[config.mk]
export PLATFORM = sky130hd
export DESIGN_NAME = mc_controller_hs
export DESIGN_NICKNAME = d
export VERILOG_FILES = /design/src/rtl/mc_pkg.sv /design/src/rtl/mc_wait_timer.sv /design/src/rtl/mc_controller_hs.sv
export SDC_FILE = /design/constraint.sdc
export NUM_CORES = 1
export LEC_CHECK = 0
export CAP_MARGIN = 15
export CORE_MARGIN = 3
export CORE_UTILIZATION = 41
export DETAILED_ROUTE_END_ITERATION = 8
export GPL_TIMING_DRIVEN = 0
export PLACE_DENSITY_LB_ADDON = 0.2
export SYNTH_ARGS = -nofsm -noshare
export SYNTH_HDL_FRONTEND = slang
export SYNTH_SLANG_ARGS = --single-unit
[constraint.sdc]
create_clock -name clk -period 3.7 [get_ports clk]
set_clock_uncertainty 0.2 [all_clocks]
set_input_delay 1.11 -clock clk [delete_from_list [all_inputs] [get_ports clk]]
set_output_delay 1.11 -clock clk [all_outputs]
set_load 0.02 [all_outputs]
[src/rtl/mc_pkg.sv]
// Shared encodings for the multi-cycle controller: states, exception causes,
// instruction fields, ALU class codes and PC source selects.
package mc_pkg;

  typedef enum logic [3:0] {
    ST_RST,
    ST_IF,
    ST_ID,
    ST_EXE_R,
    ST_EXE_B,
    ST_EXE_J,
    ST_EXE_M,
    ST_MEM,
    ST_WB_R,
    ST_WB_M,
    ST_EXC
  } state_t;

  localparam logic [1:0] CAUSE_IRQ = 2'd0;
  localparam logic [1:0] CAUSE_OVF = 2'd1;
  localparam logic [1:0] CAUSE_TMO = 2'd2;
  localparam logic [1:0] CAUSE_RSV = 2'd3;

  localparam logic [5:0] OP_RTYPE = 6'h00;
  localparam logic [5:0] OP_J     = 6'h02;
  localparam logic [5:0] OP_JAL   = 6'h03;
  localparam logic [5:0] OP_BEQ   = 6'h04;
  localparam logic [5:0] OP_ADDI  = 6'h08;
  localparam logic [5:0] OP_ADDIU = 6'h09;
  localparam logic [5:0] OP_SLTI  = 6'h0a;
  localparam logic [5:0] OP_SLTIU = 6'h0b;
  localparam logic [5:0] OP_ANDI  = 6'h0c;
  localparam logic [5:0] OP_LUI   = 6'h0f;
  localparam logic [5:0] OP_LW    = 6'h23;
  localparam logic [5:0] OP_SW    = 6'h2b;

  localparam logic [5:0] FN_SLL  = 6'h00;
  localparam logic [5:0] FN_SRL  = 6'h02;
  localparam logic [5:0] FN_SRA  = 6'h03;
  localparam logic [5:0] FN_JR   = 6'h08;
  localparam logic [5:0] FN_JALR = 6'h09;
  localparam logic [5:0] FN_ADD  = 6'h20;
  localparam logic [5:0] FN_SUB  = 6'h22;

  localparam logic [2:0] ALU_ADD   = 3'b000;
  localparam logic [2:0] ALU_SUB   = 3'b001;
  localparam logic [2:0] ALU_RTYPE = 3'b010;
  localparam logic [2:0] ALU_AND   = 3'b100;
  localparam logic [2:0] ALU_SLT   = 3'b101;

  localparam logic [2:0] PCS_INC = 3'b000;
  localparam logic [2:0] PCS_BR  = 3'b001;
  localparam logic [2:0] PCS_JMP = 3'b010;
  localparam logic [2:0] PCS_REG = 3'b011;
  localparam logic [2:0] PCS_EXC = 3'b100;

  function automatic logic is_itype(input logic [5:0] op);
    return (op == OP_ADDI) || (op == OP_ADDIU) || (op == OP_SLTI) ||
           (op == OP_SLTIU) || (op == OP_ANDI) || (op == OP_LUI);
  endfunction

endpackage

[src/rtl/mc_wait_timer.sv]
// Counts consecutive memory wait cycles in a waiting state and flags a timeout
// once the count has reached MEM_TIMEOUT (never when MEM_TIMEOUT is 0).
module mc_wait_timer #(
  parameter int unsigned MEM_TIMEOUT = 0
) (
  input  logic clk,
  input  logic rst_n,
  input  logic i_active,
  input  logic i_ready,
  input  logic i_state_chg,
  output logic o_timeout_c
);

  localparam int unsigned CNT_MAX = (MEM_TIMEOUT > 0) ? MEM_TIMEOUT : 1;
  localparam int unsigned CNT_W   = $clog2(CNT_MAX + 1);

  logic [CNT_W-1:0] r_cnt;
  logic             w_clear;

  assign w_clear = !i_active || i_ready || i_state_chg;

  // Saturating count so a disabled timeout never wraps into a false hit.
  always_ff @(posedge clk or negedge rst_n) begin
    if (!rst_n) begin
      r_cnt <= '0;
    end else if (w_clear) begin
      r_cnt <= '0;
    end else if (r_cnt != CNT_W'(CNT_MAX)) begin
      r_cnt <= r_cnt + CNT_W'(1);
    end
  end

  assign o_timeout_c = (MEM_TIMEOUT != 0) && i_active && (r_cnt == CNT_W'(CNT_MAX));

endmodule

[src/rtl/mc_controller_hs.sv]
// Multi-cycle MIPS-style control FSM with memory handshake, wait timeout,
// overflow / reserved-instruction / interrupt exceptions.
module mc_controller_hs
  import mc_pkg::*;
#(
  parameter int unsigned ALUOP_W     = 4,
  parameter int unsigned MEM_TIMEOUT = 0,
  parameter int unsigned IRQ_EN      = 1
) (
  input  logic               clk,
  input  logic               reset,
  input  logic [5:0]         OpCode,
  input  logic [5:0]         Funct,
  input  logic               overflow,
  input  logic               mem_ready,
  input  logic               irq,
  output logic               PCWrite,
  output logic               PCWriteCond,
  output logic               IorD,
  output logic               MemRead,
  output logic               MemWrite,
  output logic               IRWrite,
  output logic               RegWrite,
  output logic               EPCWrite,
  output logic [1:0]         MemtoReg,
  output logic [1:0]         RegDst,
  output logic [1:0]         ALUSrcA,
  output logic [1:0]         ALUSrcB,
  output logic [2:0]         PCSource,
  output logic [ALUOP_W-1:0] ALUOp,
  output logic [1:0]         Cause
);

  state_t     r_state, w_next;
  logic [1:0] r_cause, w_exc_cause;
  logic       w_end, w_timeout, w_irq;
  logic       w_rtype, w_rtype_alu, w_itype, w_jr, w_jalr, w_jal, w_j, w_beq;
  logic       w_lw, w_sw, w_shift, w_ovf_op;
  logic [1:0] w_srca, w_srcb;
  logic [2:0] w_cls;

  function automatic logic [ALUOP_W-1:0] mk_aluop(input logic msb, input logic [2:0] cls);
    logic [ALUOP_W-1:0] v;
    v            = '0;
    v[ALUOP_W-1] = msb;
    v[2:0]       = cls;
    return v;
  endfunction

  assign w_irq       = (IRQ_EN != 0) ? irq : 1'b0;
  assign w_rtype     = (OpCode == OP_RTYPE);
  assign w_jr        = w_rtype && (Funct == FN_JR);
  assign w_jalr      = w_rtype && (Funct == FN_JALR);
  assign w_rtype_alu = w_rtype && !w_jr && !w_jalr;
  assign w_itype     = is_itype(OpCode);
  assign w_j         = (OpCode == OP_J);
  assign w_jal       = (OpCode == OP_JAL);
  assign w_beq       = (OpCode == OP_BEQ);
  assign w_lw        = (OpCode == OP_LW);
  assign w_sw        = (OpCode == OP_SW);
  assign w_shift     = w_rtype_alu &&
                       ((Funct == FN_SLL) || (Funct == FN_SRL) || (Funct == FN_SRA));
  assign w_ovf_op    = (w_rtype && ((Funct == FN_ADD) || (Funct == FN_SUB))) ||
                       (OpCode == OP_ADDI);
  assign w_srca      = w_shift ? 2'b10 : 2'b01;
  assign w_srcb      = w_itype ? 2'b10 : 2'b00;
  assign w_cls       = w_rtype_alu                               ? ALU_RTYPE :
                       (OpCode == OP_ANDI)                       ? ALU_AND   :
                       ((OpCode == OP_SLTI) || (OpCode == OP_SLTIU)) ? ALU_SLT :
                                                                   ALU_ADD;

  mc_wait_timer #(.MEM_TIMEOUT(MEM_TIMEOUT)) u_wait_timer (
    .clk         (clk),
    .rst_n       (reset),
    .i_active    ((r_state == ST_IF) || (r_state == ST_MEM)),
    .i_ready     (mem_ready),
    .i_state_chg (w_next != r_state),
    .o_timeout_c (w_timeout)
  );

  always_ff @(posedge clk or negedge reset) begin
    if (!reset) begin
      r_state <= ST_RST;
      r_cause <= CAUSE_IRQ;
    end else begin
      r_state <= w_next;
      if (w_next == ST_EXC) r_cause <= w_exc_cause;
    end
  end

  always_comb begin
    w_next      = r_state;
    w_exc_cause = CAUSE_IRQ;
    w_end       = 1'b0;
    PCWrite     = 1'b0;
    PCWriteCond = 1'b0;
    IorD        = 1'b0;
    MemRead     = 1'b0;
    MemWrite    = 1'b0;
    IRWrite     = 1'b0;
    RegWrite    = 1'b0;
    EPCWrite    = 1'b0;
    MemtoReg    = 2'b00;
    RegDst      = 2'b00;
    ALUSrcA     = 2'b00;
    ALUSrcB     = 2'b00;
    PCSource    = PCS_INC;
    ALUOp       = '0;
    Cause       = 2'b00;

    case (r_state)
      ST_RST: w_next = ST_IF;
      ST_IF: begin
        MemRead = 1'b1;
        if (w_timeout) begin
          w_next      = ST_EXC;
          w_exc_cause = CAUSE_TMO;
        end else if (mem_ready) begin
          IRWrite  = 1'b1;
          PCWrite  = 1'b1;
          PCSource = PCS_INC;
          ALUSrcB  = 2'b01;
          w_next   = ST_ID;
        end
      end
      ST_ID: begin
        ALUSrcB = 2'b11;
        ALUOp   = mk_aluop(OpCode[0], ALU_ADD);
        if (w_jal || w_jalr) begin
          RegWrite = 1'b1;
          MemtoReg = 2'b10;
          RegDst   = w_jal ? 2'b10 : 2'b01;
        end
        if (w_beq)                                w_next = ST_EXE_B;
        else if (w_lw || w_sw)                    w_next = ST_EXE_M;
        else if (w_j || w_jal || w_jr || w_jalr)  w_next = ST_EXE_J;
        else if (w_rtype_alu || w_itype)          w_next = ST_EXE_R;
        else begin
          w_next      = ST_EXC;
          w_exc_cause = CAUSE_RSV;
        end
      end
      ST_EXE_R: begin
        ALUSrcA = w_srca;
        ALUSrcB = w_srcb;
        ALUOp   = mk_aluop(OpCode[0], w_cls);
        w_next  = ST_WB_R;
      end
      ST_WB_R: begin
        ALUSrcA  = w_srca;
        ALUSrcB  = w_srcb;
        ALUOp    = mk_aluop(OpCode[0], w_cls);
        MemtoReg = 2'b01;
        RegDst   = w_rtype ? 2'b01 : 2'b00;
        // An overflowing add/sub/addi must not commit its result.
        if (overflow && w_ovf_op) begin
          w_next      = ST_EXC;
          w_exc_cause = CAUSE_OVF;
        end else begin
          RegWrite = 1'b1;
          w_end    = 1'b1;
        end
      end
      ST_EXE_B: begin
        PCWriteCond = 1'b1;
        PCSource    = PCS_BR;
        ALUOp       = mk_aluop(OpCode[0], ALU_SUB);
        w_end       = 1'b1;
      end
      ST_EXE_J: begin
        PCWrite  = 1'b1;
        PCSource = (w_jr || w_jalr) ? PCS_REG : PCS_JMP;
        w_end    = 1'b1;
      end
      ST_EXE_M: w_next = ST_MEM;
      ST_MEM: begin
        IorD = 1'b1;
        if (w_timeout) begin
          w_next      = ST_EXC;
          w_exc_cause = CAUSE_TMO;
        end else begin
          MemRead  = w_lw;
          MemWrite = w_sw;
          if (mem_ready) begin
            if (w_lw) w_next = ST_WB_M;
            else      w_end  = 1'b1;
          end
        end
      end
      ST_WB_M: begin
        RegWrite = 1'b1;
        w_end    = 1'b1;
      end
      ST_EXC: begin
        EPCWrite = 1'b1;
        PCWrite  = 1'b1;
        PCSource = PCS_EXC;
        Cause    = r_cause;
        w_next   = ST_IF;
      end
      default: w_next = ST_RST;
    endcase

    // Interrupts are only taken between instructions.
    if (w_end) begin
      if (w_irq) begin
        w_next      = ST_EXC;
        w_exc_cause = CAUSE_IRQ;
      end else begin
        w_next = ST_IF;
      end
    end
  end

endmodule

==> results.md <==
- Cells after Synth: 135
- Clk sinks: 6
- Critical R2R Capture: r_cause[0]$_DFFE_PN0N_
- Leak: 0.577 nW
- Max-Cap Viols: 0
- Rows: 16
- N_diodes: 0
- Final Wtd Congestion: 0.924
- Critical Path RT: 2.39 ns
- CP arrival: 2.40 ns
- Outcome: finished, violations left
- Worst reg2reg path depth: 5
- Cell family with the largest share of critical-path delay: simple AND/OR/NAND/NOR gates
- Critical path endpoint category: output pin
- Initial Utilization: 44.5%
- Internal Power: 0.343 mW
- Ys async rst share: 100%
- Via count: 1235
- Maximum vdd drop: 0.000394 V
- Fraction of layout cells with a size suffix above 1: 28.3%
- Post-synth cell types: 40
- Syn-to-layout area delta: 55.5%
- Syn avg cell area: 6.66 um2
- Hold Path Origin: r_cause[1]$_DFFE_PN0N_
- F_max: 0.270 GHz
- Die H: 52.8 um
- Setup crit start kind: input port
- Power Density: 498 nW/um2
- Crit path largest cell delay: 0.28 ns
- Total power draw: 0.696 mW
- CP Class: in -> out
- Post-synth EDFFs: 0
- Netlist Area Pre-Place: 900 um2
- Violated checks: negative setup slack
- CP max-delay cell: dlygate4sd2_1
- Largest area contributor in the netlist: dfrtp_1
- Critical Path, Cell by Cell: dlygate4sd2_1 -> nor3_2 -> and3_4 -> nand3_1 -> a21oi_2 -> or2_4 -> buf_6
- Sequential share of power: 17.0%
- Root Buffer: clkbuf_4
- Antenna-violating nets left: 0
- Max-slew violation count: 0
- Largest net degree at the start of global routing: 11
- Sequential share of the synthesized area: 16.7%
- Reg2Reg Setup Slack: 1.42 ns
- Setup TNS: -0.00915 ns
- Clock share of power: 8.4%
- First-pass GRT wire length: 5.06 mm
- Chip Width: 52.8 um
- # IOs: 42
- Global route total overflow: 0
- Min Tclk post-route: 3.71 ns
- Vias in the first global route: 1041
- Drt drc: 0
- PortBufs: 40
- # H-tree levels: 1
- Pre-Repair DR Iteration Count: 4
- CTS tree: built
- Hold Vio Cnt, Final: 0
- Path type of the worst min-delay path: reg -> reg
- R2r startpoint: r_state[0]$_DFF_PN0_
- CP Max Fanout: 5
- Number of synthesized register bits: 6
- Detailed placement HPWL: 2.38 mm
- Total GRT Usage: 24.0%
- CORE AREA: 2020 um2
- Commonest non-fill, non-tap cell in the layout: clkdlybuf4s50_1
- Nets: 203
- Bufs and invs on worst path: 2
- Mapped Nets: 152
- Share of the synthesized area in the top cell type: 16.7%
- DP Worst Slack: -1.03 ns
- Hold depth: 2
- Clock buffer depth: 2
- Clock Latency Late Sink: 0.24 ns
- Final wirelength: 3.36 mm
- Fin crit share: 100%
- Initial antenna violation count: 0
- Logic pwr share: 74.7%
- Endpoints failing setup: 1
- Inserted Clock Buffers: 3
- Finished Layout Cells: 211
- Sw Share: 50.8%
- Commonest cells after routing, fill and taps aside: 14 x clkdlybuf4s50_1, 12 x nand2_1, 11 x buf_2, 11 x nor2_1, 10 x a21oi_1
- Unrepaired setup endpoints after global routing: yes
- Worst-Margin Slew: 0.588 ns
- Via/cell ratio: 5.85
- Clk slew on worst S/H paths: 0.04 ns
- Placed cell count: 202
- Wire per inst: 15.9 um
- Final worst slack: -0.00915 ns
- Switch Pwr: 0.353 mW
- Predominant post-synthesis flop cell: dfrtp_1
- Synth top area cells: dfrtp_1 17%, a21oi_1 7.2%, nand2b_1 5.6%
- Hold path endpoint: r_cause[1]$_DFFE_PN0N_
- Initial drt markers: 52
- Syn. warnings: 0
- Die ar.: 2790 um2
- Worst slew margin: 60.5%
==> tightest hold or removal path, cell delays in order, from the launching register on <==
cell and delay, ns:
dfrtp_1 0.36, inv_1 0.05, a211oi_1 0.06
==> layer usage <==
layer | GRT usage, % | share of wire, % | vias up
met3 | 2.85 | 9.3 | 2
met5 | 0 | 0 | -
li1 | - | - | 597
met4 | 2.98 | 0.15 | 0
met1 | 34.0 | 40 | 567
met2 | 39.5 | 50 | 69
==> synthesized netlist by cell type (2+ instances only) <==
master    count
nor3_1        7
nand2_1      13
nor2_1       11
o21a_1        2
a21oi_1      13
o21ai_0      10
or3_1         4
inv_1         6
o31a_1        2
o32ai_1       2
nand2b_1      8
clkbuf_1      5
or2_2         5
nor2b_1       4
buf_2         2
a211oi_1      4
nand3_1       4
dfrtp_1       6
and2_1        4
nor3b_1       2
nor4_1        2
==> cells by family (layout without fill, tap and decap cells) <==
family | count (synthesis) | count (layout) | synth area share (%)
buffers and inverters | 13 | 62 | 5.70
flip-flops | 6 | 6 | 16.7
AND/OR/NAND/NOR | 74 | 74 | 47.7
AO/OA/AOI/OAI | 42 | 42 | 29.9
==> power groups by stage <==
stage / clock [mW] / sequential [mW] / combinational (mW)
4_1_cts: 0.0615 / 0.115 / 0.489
6_report: 0.0583 / 0.118 / 0.520
2_1_floorplan: 0 / 0.109 / 0.323
5_1_grt: 0.0682 / 0.119 / 0.566
3_5_place_dp: 0 / 0.116 / 0.504
3_3_place_gp: 0 / 0.113 / 0.495
==> worst max path at each step <==
stage / start / end / slack, ns / cells past startpoint
global route: Funct[4] / RegWrite / -0.07 / 7
floorplan: OpCode[3] / PCSource[0] / 0.02 / 4
finish: Funct[4] / RegWrite / -0.009 / 7
detailed placement: OpCode[3] / PCSource[0] / -1.03 / 6
CTS: OpCode[0] / RegWrite / -0.09 / 6
global placement: OpCode[3] / PCSource[0] / -0.99 / 6
==> per-stage QoR <==
step	hold WS [ns]	area, um2	util, %
5_1_grt	0.334	1400	69.2
4_1_cts	0.322	1360	67.5
3_5_place_dp	0.313	1330	66.0
2_1_floorplan	0.277	900	-
3_3_place_gp	0.310	1330	66.0
6_report	0.322	1400	69.2
==> layout make-up <==
cell class	instances	area [um2]
clock buffers	3	22.5
inverters	6	22.5
well taps	27	33.8
plain buffers	7	28.8
fillers	193	623
multi-input cells	116	767
flip-flops and latches	6	150
repair buffers	46	374
==> state kept, by name (all words and copies together) (netlist names) <==
register,count
r_cause,2
r_state,4
==> timing repair <==
| action | CTS | global route |
|---|---|---|
| buffers inserted | 2 | 4 |
| gates resized for setup | 86 | 26 |
| pin swaps | 8 | 6 |
| hold buffers | 0 | 0 |
| endpoints found under the setup margin | 17 | 12 |
No activity file was read; power rests on OpenSTA's default activity.
